==> src/rtl/ahb_pkg.sv <==
// Shared AHB encodings and burst-length helper for the bus arbiter slice.
package ahb_pkg;

  localparam logic [1:0] HTRANS_IDLE   = 2'b00;
  localparam logic [1:0] HTRANS_BUSY   = 2'b01;
  localparam logic [1:0] HTRANS_NONSEQ = 2'b10;
  localparam logic [1:0] HTRANS_SEQ    = 2'b11;

  localparam logic [2:0] HBURST_SINGLE = 3'd0;
  localparam logic [2:0] HBURST_INCR   = 3'd1;
  localparam logic [2:0] HBURST_WRAP4  = 3'd2;
  localparam logic [2:0] HBURST_INCR4  = 3'd3;
  localparam logic [2:0] HBURST_WRAP8  = 3'd4;
  localparam logic [2:0] HBURST_INCR8  = 3'd5;
  localparam logic [2:0] HBURST_WRAP16 = 3'd6;
  localparam logic [2:0] HBURST_INCR16 = 3'd7;

  typedef enum logic [1:0] {
    ST_FREE   = 2'd0,
    ST_BURST  = 2'd1,
    ST_LOCKED = 2'd2
  } arb_state_e;

  // Undefined-length INCR reports 0 beats.
  function automatic logic [4:0] burst_beats(input logic [2:0] hburst);
    case (hburst)
      HBURST_SINGLE:               burst_beats = 5'd1;
      HBURST_INCR:                 burst_beats = 5'd0;
      HBURST_WRAP4, HBURST_INCR4:  burst_beats = 5'd4;
      HBURST_WRAP8, HBURST_INCR8:  burst_beats = 5'd8;
      default:                     burst_beats = 5'd16;
    endcase
  endfunction

endpackage

==> src/rtl/ahb_rr_picker.sv <==
// Combinational round-robin picker: first requester after the pointer wins.
module ahb_rr_picker #(
  parameter int NUM_MASTERS = 2,
  parameter int MW          = 1
) (
  input  logic [NUM_MASTERS-1:0] i_req,
  input  logic [MW-1:0]          i_ptr,
  output logic [NUM_MASTERS-1:0] o_gnt,
  output logic [MW-1:0]          o_idx,
  output logic                   o_valid
);

  logic [MW-1:0] w_cand;

  always_comb begin
    o_gnt   = '0;
    o_idx   = '0;
    o_valid = 1'b0;
    w_cand  = '0;
    for (int i = 1; i <= NUM_MASTERS; i++) begin
      w_cand = MW'((int'(i_ptr) + i) % NUM_MASTERS);
      if (!o_valid && i_req[w_cand]) begin
        o_valid       = 1'b1;
        o_gnt[w_cand] = 1'b1;
        o_idx         = w_cand;
      end
    end
  end

endmodule

==> src/rtl/ahb_bus_arbiter.sv <==
// AHB bus arbiter: round-robin grant, burst/lock ownership hold, and the
// address-phase / data-phase owner pipeline that steers the master muxes.
module ahb_bus_arbiter
  import ahb_pkg::*;
#(
  parameter int NUM_MASTERS    = 2,
  parameter int DEFAULT_MASTER = 0,
  parameter int MW             = (NUM_MASTERS > 2) ? $clog2(NUM_MASTERS) : 1
) (
  input  logic                   hclk,
  input  logic                   hreset,
  input  logic [NUM_MASTERS-1:0] hbusreq,
  input  logic [NUM_MASTERS-1:0] hlock,
  input  logic [1:0]             htrans,
  input  logic [2:0]             hburst,
  input  logic                   hready,
  input  logic                   hresp,
  output logic [NUM_MASTERS-1:0] hgrant,
  output logic [MW-1:0]          hmaster,
  output logic [MW-1:0]          hmaster_data,
  output logic                   hmastlock,
  output logic                   burst_active
);

  localparam logic [MW-1:0]          DEF_IDX = MW'(DEFAULT_MASTER);
  localparam logic [NUM_MASTERS-1:0] DEF_GNT = NUM_MASTERS'(1) << DEFAULT_MASTER;

  arb_state_e             r_state;
  logic [MW-1:0]          r_grant_idx;
  logic [MW-1:0]          r_ptr;
  logic [3:0]             r_cnt;
  logic                   r_lock_grant;

  logic [4:0]             w_beats;
  logic                   w_fixed;
  logic                   w_last;
  logic                   w_incr_drop;
  logic                   w_unlock;
  logic                   w_arb;
  logic [3:0]             w_cnt_nxt;
  logic                   w_lock_nxt;
  logic [NUM_MASTERS-1:0] w_pick_gnt;
  logic [MW-1:0]          w_pick_idx;
  logic                   w_pick_vld;

  ahb_rr_picker #(
    .NUM_MASTERS (NUM_MASTERS),
    .MW          (MW)
  ) u_picker (
    .i_req   (hbusreq),
    .i_ptr   (r_ptr),
    .o_gnt   (w_pick_gnt),
    .o_idx   (w_pick_idx),
    .o_valid (w_pick_vld)
  );

  assign hmastlock    = (r_state == ST_LOCKED);
  assign burst_active = (r_cnt != 4'd0);

  assign w_beats     = burst_beats(hburst);
  assign w_fixed     = (w_beats > 5'd1);
  // Ownership may change after a 1-beat NONSEQ or the final SEQ of a fixed burst.
  assign w_last      = ((htrans == HTRANS_SEQ) && w_fixed && (r_cnt == 4'd1)) ||
                       ((htrans == HTRANS_NONSEQ) && (w_beats == 5'd1));
  assign w_incr_drop = (hburst == HBURST_INCR) && (htrans != HTRANS_IDLE) && !hbusreq[hmaster];
  assign w_unlock    = hmastlock && ((htrans == HTRANS_IDLE) || (htrans == HTRANS_NONSEQ)) &&
                       !hlock[hmaster];
  assign w_arb       = hready && (hmastlock ? w_unlock :
                       ((htrans == HTRANS_IDLE) || w_last || w_incr_drop || hresp));

  always_comb begin
    w_cnt_nxt = r_cnt;
    if (hready) begin
      if (hresp)
        w_cnt_nxt = 4'd0;
      else if (htrans == HTRANS_NONSEQ)
        w_cnt_nxt = (w_beats == 5'd0) ? 4'd0 : 4'(w_beats - 5'd1);
      else if ((htrans == HTRANS_SEQ) && (r_cnt != 4'd0))
        w_cnt_nxt = r_cnt - 4'd1;
    end
  end

  // The lock follows the grant into the address phase, one hready edge later.
  assign w_lock_nxt = !hready ? hmastlock : (hmastlock ? !w_unlock : r_lock_grant);

  always_ff @(posedge hclk) begin
    if (hreset) begin
      hgrant       <= DEF_GNT;
      r_grant_idx  <= DEF_IDX;
      hmaster      <= DEF_IDX;
      hmaster_data <= DEF_IDX;
      r_ptr        <= DEF_IDX;
      r_cnt        <= 4'd0;
      r_lock_grant <= 1'b0;
      r_state      <= ST_FREE;
    end else begin
      r_cnt <= w_cnt_nxt;
      if (w_lock_nxt)
        r_state <= ST_LOCKED;
      else if (w_cnt_nxt != 4'd0)
        r_state <= ST_BURST;
      else
        r_state <= ST_FREE;
      if (hready) begin
        hmaster      <= r_grant_idx;
        hmaster_data <= hmaster;
      end
      if (w_arb) begin
        if (w_pick_vld) begin
          hgrant       <= w_pick_gnt;
          r_grant_idx  <= w_pick_idx;
          r_ptr        <= w_pick_idx;
          r_lock_grant <= hlock[w_pick_idx];
        end else begin
          hgrant       <= DEF_GNT;
          r_grant_idx  <= DEF_IDX;
          r_lock_grant <= 1'b0;
        end
      end
    end
  end

endmodule

==> config.mk <==
export PLATFORM = sky130hd
export DESIGN_NAME = ahb_bus_arbiter
export DESIGN_NICKNAME = d
export VERILOG_FILES = /design/src/rtl/ahb_pkg.sv /design/src/rtl/ahb_rr_picker.sv /design/src/rtl/ahb_bus_arbiter.sv
export SDC_FILE = /design/constraint.sdc
export NUM_CORES = 1
export LEC_CHECK = 0
export CAP_MARGIN = 20
export CORE_MARGIN = 1
export CORE_UTILIZATION = 44
export DETAILED_ROUTE_END_ITERATION = 10
export GPL_TIMING_DRIVEN = 1
export PLACE_DENSITY = 0.83
export SYNTH_ARGS = -nofsm -noshare
export SYNTH_HDL_FRONTEND = slang
export SYNTH_SLANG_ARGS = --single-unit
==> constraint.sdc <==
create_clock -name hclk -period 1.8 [get_ports hclk]
set_input_delay 0.36 -clock hclk [delete_from_list [all_inputs] [get_ports hclk]]
set_output_delay 0.36 -clock hclk [all_outputs]
set_load 0.01 [all_outputs]
==> results of run 1 <==
==> worst max-delay path: stages (launching register included) <==
cell	delay (ps)
dfxtp_2	340
inv_2	80
ha_4	130
or3b_4	380
o211ai_1	270
o2bb2ai_2	110
or2_1	220
a41oi_2	160
==> logic make-up after synthesis <==
group,after synthesis,share of synthesized area
xor+xnor,1,0.0102
flops,13,0.303
fa+ha+maj,3,0.0437
mux,4,0.0539
simple gates,38,0.252
compound gates,31,0.289
buf+inv,9,0.0481
==> Yosys cell counts, drive strengths merged (2+ instances only) <==
cell    count  area [um^2]
mux2i       2         20.0
inv         6         22.5
or2         2         12.5
nand3       4         20.0
nor4        2         18.8
a211o       2         17.5
nand2b      6         37.5
buf         3         18.8
ha          3         37.5
a211oi      2         15.0
nor2       10         37.5
mux2        2         26.3
nand2       5         18.8
nor2b       2         12.5
a31o        3         26.3
dfxtp      13          260
o21ai       6         33.8
a21oi       7         35.0
==> flip-flops by register name (all words and copies together) (netlist names) <==
register      count
r_cnt             4
r_state           2
r_ptr             1
hgrant            2
r_lock_grant      1
hmaster           1
r_grant_idx       1
hmaster_data      1
==> what timing repair did <==
item,4_1_cts,5_1_grt
resized for setup,19,4
endpoints found under the setup margin,9,3
pin swaps,7,4
==> through the flow <==
step	area (um^2)	TNS, ps	setup slack (ps)
floorplan	858	0	86.2
global placement	1210	-2570	-383
detailed placement	1210	-3140	-478
CTS	1270	0	22.6
global route	1280	-1.75	-1.75
finish	1280	0	37.5
==> power groups by stage <==
stage	Combinational (uW)	Sequential (uW)	Clock (uW)
final	205	310	184
after global routing	221	312	205
after CTS	200	310	189
after detailed placement	193	316	0
after global placement	187	315	0
after floorplan	93.4	318	0
==> layer usage <==
metal  vias up  GRT usage
met5         -          0
li1        447          -
met2        24      0.420
met4         0     0.0765
met1       418      0.273
met3         2     0.0431
==> worst paths after layout <==
check	from	to	slack [ps]	cells past startpoint
setup reg to reg	r_cnt[1]	r_state[0]	40	7
hold reg to reg	hgrant[1]	hgrant[1]	490	1
setup / recovery	r_cnt[1]	r_state[0]	40	7
hold / removal	hgrant[1]	hgrant[1]	490	1
==> area by class of cell <==
cell class | count | area (um^2) | area share
Clock buffer | 4 | 26.3 | 0.0205
Tap cell | 25 | 31.3 | 0.0244
Inverter | 6 | 22.5 | 0.0175
Multi-Input combinational cell | 77 | 612 | 0.477
Sequential cell | 13 | 262 | 0.204
Timing Repair Buffer | 39 | 330 | 0.257
==> results.cfg, run 1 <==
[outcome]
outcome = complete, no violations

[routing]
wl_met1_um = 946
wl_per_cell_um = 13.5
initialDrtViolationCount = 16
routed_wl_um = 2210
dr.max_layer_used = met4
drc = 0
wl_met2_um = 1170
wl_met3_um = 92
antenna_left = 0
route.vias.total = 891
vias_per_cell = 5.43
drt_first_pass_iters = 4

[power]
power_frac_comb = 0.293
clkPwrFrac = 0.263
p_sw_uw = 198
p_int_uw = 501
max-vdd-ir-drop_uv = 563
seqPwrFrac = 0.444
p_total_uw = 699
p_leak_uw = 0.000521
powerDensity_mw_per_mm2 = 545
p_sw_frac = 0.284

[sta]
slew_headroom = 0.783
finalHoldViolations = 0
fin_crit_sh = 0.979
final.setup_skew_ps = 4.04
setup_viol = 0
worst_pin_slew_ps = 322
max_freq_mhz = 567
whs_ps = 486
fin_crit_ps = 1760
slew_viol_final = 0

[finish]
drive_above_1_share = 0.309
final_common_cell = buf_4
area_delta_synth_final_pct = 49.6
utilization = 0.720
nFillCells = 145
final_cells = 164
layout_common_cells = buf_4 (20), dfxtp_1 (12), clkdlybuf4s50_1 (12), nor2_1 (10), a21oi_1 (7)
final_nets = 156
diodes = 0

[place]
routabilityCongestion = 0.904
dp_hpwl_um = 1670
dp.cells = 160
port_buffers = 18

[yosys]
synth_nets = 115
ys_seq_area_frac = 0.303
synth-edff-count = 0
yosys_most_used_dff = dfxtp_1
syn_area_um2 = 858
synth.avg_cell_area_um2 = 8.67
async_flop_share = 0
yosysWarningCount = 0
synth_cell_type_count = 42
synthCells = 99
synth_seq_cells = 13

[clocking]
clockBufferDepth = 2
clk_latency_ps = 280
cts_tree = done
cts_buffers = 3
hold_buffers = 0
root_buffer = clkbuf_4
cts_num_sinks = 13
cts_setup_buffers = 0
htree_levels = 1
clk_pin_slew_ps = 80

[global_routing]
grt_pass1_vias = 849
grt_max_degree = 10
grt_overflow = 0
antenna_found_initial = 0
track_usage = 0.233
grt_pass1_wl_um = 3520

[floorplan]
pin_count = 19
rows = 15
die_x_um = 46.2
coreArea_mm2 = 0.00178
start_util = 0.481
die_h_um = 46.2
die_area_mm2 = 0.00213

[critical_path]
arrival_ps = 1970
crit_path_end_kind = flip-flop
worst-path-max-fanout = 3
crit_required_ps = 2010
crit_type = flip-flop to flip-flop
worstSetupStartpointType = flip-flop

[flow_run]
maxCapViolations = 0

[worst_hold_path]
hold_path_class = flip-flop to flip-flop
Note: power is estimated with default switching activity, not from simulation.
==> inputs of run 2 (changes only) <==
- CORE_UTILIZATION: 44 -> 52
- PLACE_DENSITY: 0.83 -> 0.91
- clock period: 1.8 -> 2.2 ns (I/O delays scaled with it)
==> results.cfg, run 2 (same netlist as run 1, synthesis figures left out) <==
[outcome]
outcome = complete, no violations

[clocking]
root_buffer = clkbuf_4
cts_buffers = 3
clockBufferDepth = 2
cts_num_sinks = 13
cts_tree = done
hold_buffers = 0
htree_levels = 1
clk_pin_slew_ps = 70
clk_latency_ps = 270

[global_routing]
grt_pass1_wl_um = 3210
grt_overflow = 0
track_usage = 0.231
grt_max_degree = 13
antenna_found_initial = 0
grt_pass1_vias = 768

[floorplan]
start_util = 0.563
pin_count = 19
die_x_um = 42.6
die_area_mm2 = 0.00182
coreArea_mm2 = 0.00152
rows = 14
die_h_um = 42.6

[place]
port_buffers = 18
pre_cts_slack_ps = -169
dp.cells = 137
routabilityCongestion = 0.906
dpl_cell_area_mm2 = 0.00109
dp_hpwl_um = 1550

[sta]
setup_viol = 0
fin_crit_sh = 0.958
slew_headroom = 0.710
rsz0062_at_grt = false
fin_crit_ps = 2110
slew_viol_final = 0
layout_setup_ws_ps = 92.6
final.setup_skew_ps = 4.97
finalHoldViolations = 0
worst_pin_slew_ps = 434
max_freq_mhz = 475
whs_ps = 481

[finish]
drive_above_1_share = 0.160
final_nets = 142
largest_reg_flops = 4
top_register = r_cnt
final_common_cell = clkdlybuf4s50_1
diodes = 0
design_area_mm2 = 0.00112
area_delta_synth_final_pct = 30.8
final_cells = 141
reg.largest.list = r_cnt (4), hgrant (2), r_state (2)
layout_common_cells = clkdlybuf4s50_1 (17), dfxtp_1 (13), nor2_1 (10), a21oi_1 (7), buf_4 (7)
utilization = 0.736
nFillCells = 122

[power]
powerDensity_mw_per_mm2 = 481
p_leak_uw = 0.000435
max-vdd-ir-drop_uv = 328

[critical_path]
cp_top_family = simple AND/OR/NAND/NOR gates
slowest_stage = clkdlybuf4s50_1
critPathBufInv = 1
crit_type = input pin to flip-flop
cp_slowest_stage_delay_ps = 430
r2r_cells = 7
reg2reg_setup_slack_ps = 410
worst-path-max-fanout = 3
arrival_ps = 2310
rr_startpoint = r_cnt[0]
crit_path_end_kind = flip-flop
worstSetupStartpointType = input pin
crit_path_cell_trace = clkdlybuf4s50_1 -> or3_1 -> ha_1 -> nand2b_1 -> o21ai_1 -> o2bb2ai_1 -> or2_1 -> a41oi_2
worstReg2RegEnd = r_state[0]
crit_required_ps = 2400

[routing]
drc = 0
initialDrtViolationCount = 11
wl_per_cell_um = 14.0
route.vias.total = 806
routed_wl_um = 1970
antenna_left = 0
vias_per_cell = 5.72
drt_first_pass_iters = 4

[flow_run]
maxCapViolations = 0

[worst_hold_path]
min_from = r_lock_grant
whs_endpoint = r_lock_grant
hold_path_class = flip-flop to flip-flop
hold_path_depth = 1
[run 2: cell types whose count changed in the layout (fill, tap and decap cells not counted), moves of 2 or more]
cell,change
ha_4,-2
clkdlybuf4s50_1,+5
ha_1,+2
dlygate4sd2_1,-4
buf_4,-13
[run 2: cell type report]
type	count	area [um^2]	area share
inverter	6	22.5	0.0201
timing repair buffer	25	231	0.206
sequential	13	260	0.232
tap	16	20.0	0.0178
multi-input combinational	77	562	0.501
clock buffer	4	26.3	0.0234
[run 2: report_power, final]
group          switching (uW)  total, uW  internal [uW]  leakage [uW]
Sequential               8.10        255            247      0.000106
Combinational            65.8        141           75.0      0.000314
Clock                    74.2        144           70.2     0.0000150
Total                     148        540            392      0.000435
[run 2: metrics by stage]
| step | power [uW] | setup TNS [ps] |
|---|---|---|
| 6_report | 540 | 0 |
| 4_1_cts | 542 | 0 |
| 3_3_place_gp | 394 | -88.6 |
| 3_5_place_dp | 399 | -396 |
| 2_1_floorplan | 336 | 0 |
| 5_1_grt | 568 | 0 |
[run 2: worst max path at each step]
stage                          from          to  slack [ps]  depth (start not counted)
after global routing      hburst[2]  r_state[0]          30                          8
after floorplan           hburst[2]  r_state[0]         410                          7
after CTS                 hburst[2]  r_state[0]         110                          8
final                     hburst[2]  r_state[0]          90                          8
after detailed placement  hburst[2]  r_state[0]        -170                          8
after global placement    hburst[2]  r_state[0]         -90                          8
[run 2: routing by layer]
metal | wire (um) | global-route usage | vias up
li1 | - | - | 416
met3 | 77 | 0.0259 | 2
met5 | 0 | 0 | -
met4 | 11 | 0.150 | 0
met1 | 924 | 0.269 | 362
met2 | 961 | 0.394 | 26
[run 2: repair_timing]
action                     in CTS  in global routing
setup endpoints to repair       1                  1
gates resized for setup         1                  2
buffers inserted                0                  0
